[src/rtl/sysinfo_apb.sv]
// APB3 system-information slave: version/build/config read-out, filtered board-ID
// channels with change detection and interrupt, scratch register and 64-bit uptime.
module sysinfo_apb #(
   parameter int          ADDRWIDTH       = 16,
   parameter int          C_VER_MAJ       = 0,
   parameter int          C_VER_MIN       = 1,
   parameter logic [31:0] C_VER_BUILD     = 32'd0,
   parameter int          C_NUM_ID_CH     = 2,
   parameter int          C_ID_WIDTH      = 4,
   parameter int          C_FILTER_CYCLES = 16
) (
   input  logic                              pclk,
   input  logic                              preset,
   input  logic                              psel,
   input  logic [ADDRWIDTH-1:0]              paddr,
   input  logic                              penable,
   input  logic                              pwrite,
   input  logic [31:0]                       pwdata,
   output logic                              pready,
   output logic [31:0]                       prdata,
   output logic                              pslverr,
   input  logic [C_NUM_ID_CH*C_ID_WIDTH-1:0] id_pins,
   output logic                              irq
);

   localparam logic [15:0] FLT_LAST     = 16'(C_FILTER_CYCLES - 1);
   localparam logic [31:0] VERSION_WORD = {16'h0, 8'(C_VER_MAJ), 8'(C_VER_MIN)};
   localparam logic [31:0] CONFIG_WORD  = {8'h0, 8'(C_NUM_ID_CH), 8'h0, 8'(C_ID_WIDTH)};

   logic [31:0]                       word_idx;
   logic                              access;
   logic                              addr_ok;
   logic [31:0]                       rd_data;
   logic [C_NUM_ID_CH-1:0]            status_clr;
   logic [C_NUM_ID_CH-1:0]            valid_bus;
   logic [C_NUM_ID_CH-1:0]            change_bus;
   logic [C_NUM_ID_CH*C_ID_WIDTH-1:0] filt_bus;

   logic [31:0]            scratch_reg;
   logic [C_NUM_ID_CH-1:0] irq_en_reg;
   logic [63:0]            uptime_reg;
   logic [31:0]            shadow_hi_reg;

   // Byte lanes are not decoded; only whole-word accesses are meaningful.
   wire unused_addr_bits = ^paddr[1:0];

   assign word_idx = 32'(paddr[ADDRWIDTH-1:2]);
   assign access   = psel & penable & ~pready;

   assign status_clr = (access && pwrite && word_idx == 32'd4) ?
                       pwdata[C_NUM_ID_CH-1:0] : '0;

   // ------------------------------------------------------------------
   // ID channels: synchroniser, stability filter, valid/change flags
   // ------------------------------------------------------------------
   genvar gi;
   generate
      for (gi = 0; gi < C_NUM_ID_CH; gi++) begin : g_ch
         (* syn_keep = "true" *) logic [C_ID_WIDTH-1:0] d1_reg;
         (* syn_keep = "true" *) logic [C_ID_WIDTH-1:0] d2_reg;
         logic [C_ID_WIDTH-1:0] cand_reg;
         logic [C_ID_WIDTH-1:0] filt_reg;
         logic [15:0]           cnt_reg;
         logic                  valid_reg;
         logic                  change_reg;
         logic                  load;

         assign load = (cnt_reg == FLT_LAST) &&
                       ((cand_reg != filt_reg) || !valid_reg);

         always_ff @(posedge pclk) begin
            if (preset) begin
               d1_reg     <= '0;
               d2_reg     <= '0;
               cand_reg   <= '0;
               filt_reg   <= '0;
               cnt_reg    <= '0;
               valid_reg  <= 1'b0;
               change_reg <= 1'b0;
            end else begin
               d1_reg <= id_pins[gi*C_ID_WIDTH +: C_ID_WIDTH];
               d2_reg <= d1_reg;
               if (d2_reg != cand_reg) begin
                  cand_reg <= d2_reg;
                  cnt_reg  <= '0;
               end else if (cnt_reg != FLT_LAST) begin
                  cnt_reg <= cnt_reg + 16'd1;
               end
               if (load) begin
                  filt_reg  <= cand_reg;
                  valid_reg <= 1'b1;
               end
               // A new qualification beats a simultaneous W1C clear.
               change_reg <= (load & valid_reg) | (change_reg & ~status_clr[gi]);
            end
         end

         assign filt_bus[gi*C_ID_WIDTH +: C_ID_WIDTH] = filt_reg;
         assign valid_bus[gi]  = valid_reg;
         assign change_bus[gi] = change_reg;
      end
   endgenerate

   // ------------------------------------------------------------------
   // Register read decode
   // ------------------------------------------------------------------
   always_comb begin
      rd_data = '0;
      addr_ok = (word_idx < 32'd8);
      case (word_idx)
         32'd0:   rd_data = VERSION_WORD;
         32'd1:   rd_data = C_VER_BUILD;
         32'd2:   rd_data = CONFIG_WORD;
         32'd3:   rd_data = scratch_reg;
         32'd4:   rd_data = {8'h0, 8'(valid_bus), 8'h0, 8'(change_bus)};
         32'd5:   rd_data = 32'(irq_en_reg);
         32'd6:   rd_data = uptime_reg[31:0];
         32'd7:   rd_data = shadow_hi_reg;
         default: rd_data = '0;
      endcase
      for (int n = 0; n < C_NUM_ID_CH; n++) begin
         if (word_idx == 32'(8 + n)) begin
            addr_ok = 1'b1;
            rd_data = valid_bus[n] ? 32'(filt_bus[n*C_ID_WIDTH +: C_ID_WIDTH]) : '0;
         end
      end
   end

   // ------------------------------------------------------------------
   // APB transfer handling and writable registers
   // ------------------------------------------------------------------
   always_ff @(posedge pclk) begin
      if (preset) begin
         pready        <= 1'b0;
         prdata        <= '0;
         pslverr       <= 1'b0;
         scratch_reg   <= '0;
         irq_en_reg    <= '0;
         shadow_hi_reg <= '0;
      end else begin
         pready  <= access;
         pslverr <= access & ~addr_ok;
         if (access) begin
            prdata <= (!pwrite && addr_ok) ? rd_data : '0;
            if (pwrite && addr_ok) begin
               case (word_idx)
                  32'd3:   scratch_reg <= pwdata;
                  32'd5:   irq_en_reg  <= pwdata[C_NUM_ID_CH-1:0];
                  default: ;
               endcase
            end
            // Low-word read freezes the high word so the pair reads atomically.
            if (!pwrite && word_idx == 32'd6)
               shadow_hi_reg <= uptime_reg[63:32];
         end
      end
   end

   always_ff @(posedge pclk) begin
      if (preset)
         uptime_reg <= '0;
      else
         uptime_reg <= uptime_reg + 64'd1;
   end

   always_ff @(posedge pclk) begin
      if (preset)
         irq <= 1'b0;
      else
         irq <= |(change_bus & irq_en_reg);
   end

endmodule

[config.mk]
export PLATFORM = sky130hd
export DESIGN_NAME = sysinfo_apb
export DESIGN_NICKNAME = d
export VERILOG_FILES = /design/src/rtl/sysinfo_apb.sv
export SDC_FILE = /design/constraint.sdc
export NUM_CORES = 1
export LEC_CHECK = 0
export BUFFER_PORTS_ARGS = -buffer_cell sky130_fd_sc_hd__buf_2
export CORE_UTILIZATION = 58
export CTS_BUF_LIST = sky130_fd_sc_hd__clkbuf_4 sky130_fd_sc_hd__clkbuf_8
export DETAILED_ROUTE_END_ITERATION = 10
export PLACE_DENSITY = 0.81
export SLEW_MARGIN = 5
export SYNTH_ARGS = -nofsm -noshare
export SYNTH_HDL_FRONTEND = slang
export SYNTH_SLANG_ARGS = --single-unit
[constraint.sdc]
create_clock -name pclk -period 2.55 [get_ports pclk]
set_input_delay 0.255 -clock pclk [delete_from_list [all_inputs] [get_ports pclk]]
set_output_delay 0.255 -clock pclk [all_outputs]
set_load 0.02 [all_outputs]
# Word-level counts from Yosys, hierarchy flattened

Index checks and enable logic that the tools add are counted.

Multiplexer cells: 9
$lt $le $gt $ge: 1
Reduce and logical (&&, ||, !) cells: 19
Add/subtract/negate cells: 3
Bitwise logic cells: 14
Equal/unequal tests: 16

Operators with widths:

| cell                                                                           | count |
|---|---|
| 32-bit case mux with 7 select lines                                            | 1 |
| 32-bit 2-to-1 mux                                                              | 3 |
| 64-bit by 1-bit adder with 64-bit output (second input constant)               | 1 |
| 14-bit by 3-bit equality test with 1-bit output (second input constant)        | 4 |
| 16-bit by 1-bit adder with 16-bit output (second input constant)               | 2 |
| 16-bit by 4-bit equality test with 1-bit output (second input constant)        | 2 |
| 32-bit zero test                                                               | 1 |
| 16-bit by 4-bit inequality test with 1-bit output (second input constant)      | 2 |
| 14-bit by 2-bit equality test with 1-bit output (second input constant)        | 2 |
| 14-bit by 4-bit equality test with 1-bit output (second input constant)        | 2 |
| 4-bit inequality test                                                          | 4 |
| 14-bit by 4-bit less-than comparator with 1-bit output (second input constant) | 1 |
| 4-bit 2-to-1 mux                                                               | 2 |
| 1-bit bitwise AND                                                              | 7 |
| 1-bit logical AND                                                              | 7 |
| 3-bit AND reduction                                                            | 2 |
| 2-bit OR reduction                                                             | 3 |
| 1-bit inverter                                                                 | 4 |
| 1-bit zero test                                                                | 3 |
| 2-bit bitwise AND                                                              | 1 |
| 1-bit logical OR                                                               | 2 |
| 1-bit 2-to-1 mux                                                               | 2 |
| 2-bit 2-to-1 mux                                                               | 1 |
| 1-bit OR                                                                       | 2 |
| 2-bit AND reduction                                                            | 1 |

Output and inout bits: 35
Flip-flop bits (word level): 233

# Depth between registers and ports, before layout

Depth in word-level cells: 8
Depth in mapped cells: 8
Gate-level depth less buffers: 6

# Least setup slack after synthesis

OpenSTA, ideal clock, no wires.

Path type: reg-to-reg
From: reg uptime_reg[0]
To: reg uptime_reg[40]
Library setup time: 0.059 ns
Data required time: 2.491 ns
Data arrival time: 1.912 ns
Stages on the path, launching flop included: 7
Path slack: 0.578 ns
Cell sequence: dfxtp_1 > ha_1 > nand4_1 > nor4b_4 > nand3_1 > or4_1 > nand2_1

Longest elaborated chain between the ends: 1

Ends and longest elaborated chain:

| element                                  | line | source |
|---|---|---|
| start: declaration                       | 41   | `logic [63:0] uptime_reg;` |
| start signal: assignment                 | 163  | `uptime_reg <= uptime_reg + 64'd1;` |
| 64-bit by 1-bit adder with 64-bit output | 163  |  |

Every way passes these cells.
A chain may end at the register's enable or synchronous reset.

# Worst setup path in the final report

Ends and elaborated chain as after synthesis.

==> results.md <==
- Status: completed
- Crit path cell chain: ha_1 -> nand4_1 -> nor4b_4 -> buf_4 -> nand3_1 -> or4_1 -> nand2_1
- Max_slew headroom: 50.6%
- Total GRT Usage: 28.4%
- Register bit total from synthesis: 233
- Die Y-Extent: 133 um
- Skew final: 0.0238 ns
- Crit path from: uptime_reg[0]
- Leakage: 4.33 nW
- Setup violations, final: 0
- Largest net degree at the start of global routing: 142
- Top-count cell post-synth: dfxtp_1
- CTS Buffer Depth: 3
- Worst path max stage delay: 0.52 ns
- Slowest cell on crit path: or4_1
- GRT overflow: 0
- Pwr Total: 7.40 mW
- Clk slew on worst S/H paths: 0.06 ns
- CORE AREA: 16600 um^2
- Metal3 WL: 1710 um
- Final Hold Fails: 0
- Vias in the first global route: 8631
- RSZ-0062 raised after global routing: false
- I/O pin cnt: 96
- Rows: 47
- Worst r2r dst: uptime_reg[40]
- Placed cell area: 10700 um^2
- Distinct cells, synth: 61
- Register area: 4660 um^2
- Maximum fanout along the worst path: 6
- Avg Cell Area, Syn: 8.35 um^2
- Dominant cells by area after synthesis: dfxtp_1, nand2_1, a21oi_1, nor2_1, xor2_1
- Async SR Flop Fraction: 0%
- Reg2reg start: uptime_reg[0]
- PD cells: 623 nW/um^2
- Mapped Area: 9960 um^2
- Area grow syn2layout: 19.2%
- Share of post-route cells with drive strength above 1: 15.6%
- Largest register FFs: 64
- First-pass GRT wire length: 41300 um
- Synthesis warning total: 0
- Yosys top cell by area: dfxtp_1
- Metal1 wirelength: 11000 um
- Top layer in use: met4
- Clk sink count: 233
- Clk Tree Root Cell: clkbuf_8
- Final-stage net count: 1388
- Hold WC Path Type: in2reg
- Fmax: 425 MHz
- Drc violations: 0
- Tmin final: 2.35 ns
- Die area: 17700 um^2
- Fin worst setup slack: 0.197 ns
- Final Core Density: 71.3%
- CP Capture Type: register
- XOR/XNOR share of the synthesized area: 6.95%
- Maximum VDD drop: 0.000483 V
- Routed wire length: 25100 um
- Top cell type's share of synthesized area: 46.9%
- Ys flop type: dfxtp_1
- Final ANT Viol Nets: 0
- Placer Congestion: 0.868
- Commonest cells post-synth: dfxtp_1, nand2_1, nor2_1
- Initial Util: 59.8%
- TritonCTS Buffers: 39
- Simple-gate share of the synthesized area: 27.4%
- Via density: 5.80
- Hpwl dp: 15700 um
- Via count: 9083
- Adder-Cell Fraction of Synth Area: 0.377%
- Setup TNS: 0 ns
- Critical Path Start Type: register
- Area of the multi-input gates: 4990 um^2
- Drt pass-1 iters: 5
- Worst-case reg-to-reg path depth: 7
- DR iter-0 viols: 736
- Initial antenna violation count: 0
- FILL cells: 1260
- Largest family of logic cells by synthesized area: simple AND/OR/NAND/NOR gates
- Reg-to-reg slack, setup: 0.20 ns
- Sequential fraction of the synthesis area: 46.9%
- Ant. Diodes: 0
- Max-slew violations: 0
- TritonCTS clock tree: yes
- EDFF count, synth: 0
- Htree depth: 2
- PortBufs: 93
- Post-Syn Nets: 1257
- Crit path DAT: 2.81 ns
- Max Cap Viol: 0
- Setup crit end: uptime_reg[40]
- WL met2: 11800 um
- Synth Instances: 1193
- Crit Path Category: reg2reg
- Setup WS pre-CTS: 0.226 ns
- Critical Path RT: 3.01 ns
- WL/cell: 16.0 um
- Clock Latency Late Sink: 0.54 ns
- Final Cell Area: 11900 um^2
- Die width: 133 um
- Synth Area in Compound Gates: 13.1%
- Actual slew at the worst max-slew pin: 0.734 ns
- Post-synthesis mux area share: 1.87%
- Final Cycle Share: 92.3%
where the power goes:
part	internal (mW)	switching [mW]
Combinational	0.131	0.163
Clock	1.97	1.44
Sequential	3.67	0.0231
placed cells by master, fill, tap and decap left out, types with 3 or more instances in the layout:
cell type,synthesis,layout
dfxtp_1,233,233
xor2_1,49,49
nor4_4,4,4
clkbuf_8,0,45
clkinv_2,0,3
nand2b_1,4,4
clkbuf_4,0,12
a32o_1,3,3
nor2_1,128,127
or3_1,16,16
mux2i_1,13,13
buf_4,1,28
or4_1,9,9
a21oi_1,124,124
nor4_1,11,9
dlygate4sd3_1,0,39
ha_1,3,3
nand3_1,42,42
nor3_1,15,15
a22oi_1,29,29
nor4_2,2,4
nor3b_1,3,3
and3_1,9,9
and2_1,5,5
buf_2,13,92
nand2_1,208,208
a31oi_1,3,3
nor2b_1,30,30
xnor2_1,30,30
inv_1,12,12
nand4b_1,3,3
a21boi_0,3,3
o21ai_0,52,52
and4_1,9,9
nand4_1,32,32
o31ai_1,6,6
how the worst min path moves through the flow:
stage | start | end | slack (ns) | depth (start not counted)
2_1_floorplan | id_pins[0] | g_ch[0].d1_reg[0] | 0.38 | 1
3_3_place_gp | g_ch[0].d1_reg[3] | g_ch[0].d2_reg[3] | 0.42 | 1
3_5_place_dp | g_ch[0].d1_reg[0] | g_ch[0].d2_reg[0] | 0.43 | 1
4_1_cts | pwdata[1] | scratch_reg[1] | 0.004 | 3
5_1_grt | pwdata[1] | irq_en_reg[1] | 0.03 | 3
6_report | pwdata[1] | scratch_reg[1] | 0.03 | 3
critical path: cells and delay by family (launching register included):
family                   cells  cell delay, ns
AND/OR/NAND/NOR              5            1.36
buffers and inverters        1            0.20
adder cells (fa/ha/maj)      1            0.27
flip-flops                   1            0.44
cells by family after synthesis:
logic type | Yosys count
XOR/XNOR | 79
adder cells (fa/ha/maj) | 3
AND/OR/NAND/NOR | 548
multiplexers | 16
flip-flops | 233
buffers and inverters | 83
AO/OA/AOI/OAI | 231
layout make-up:
type                    count  area share [%]
multi-input cells         877            42.0
flip-flops and latches    233            39.3
repair buffers            161            9.28
clock buffers              57            5.98
well taps                 220            2.32
clock inverters             6           0.696
inverters                  12           0.380
metal layers:
layer | vias up | track usage [%]
met4 | 0 | 12.0
met3 | 56 | 5.79
met2 | 310 | 46.2
met5 | - | 0
met1 | 4331 | 36.6
li1 | 4386 | -
through the flow:
step	instances	hold WS, ns
2_1_floorplan	1193	0.383
3_3_place_gp	1462	0.419
3_5_place_dp	1462	0.427
4_1_cts	1564	0.00360
5_1_grt	1566	0.0333
6_report	1566	0.0320
timing repair:
item                                    CTS  global route
setup buffers                             0             2
resized for setup                         0             0
hold buffers                             39             0
hold endpoints to repair                 39             0
endpoints found under the setup margin    0             2
No activity file was read; power rests on OpenSTA's default activity.
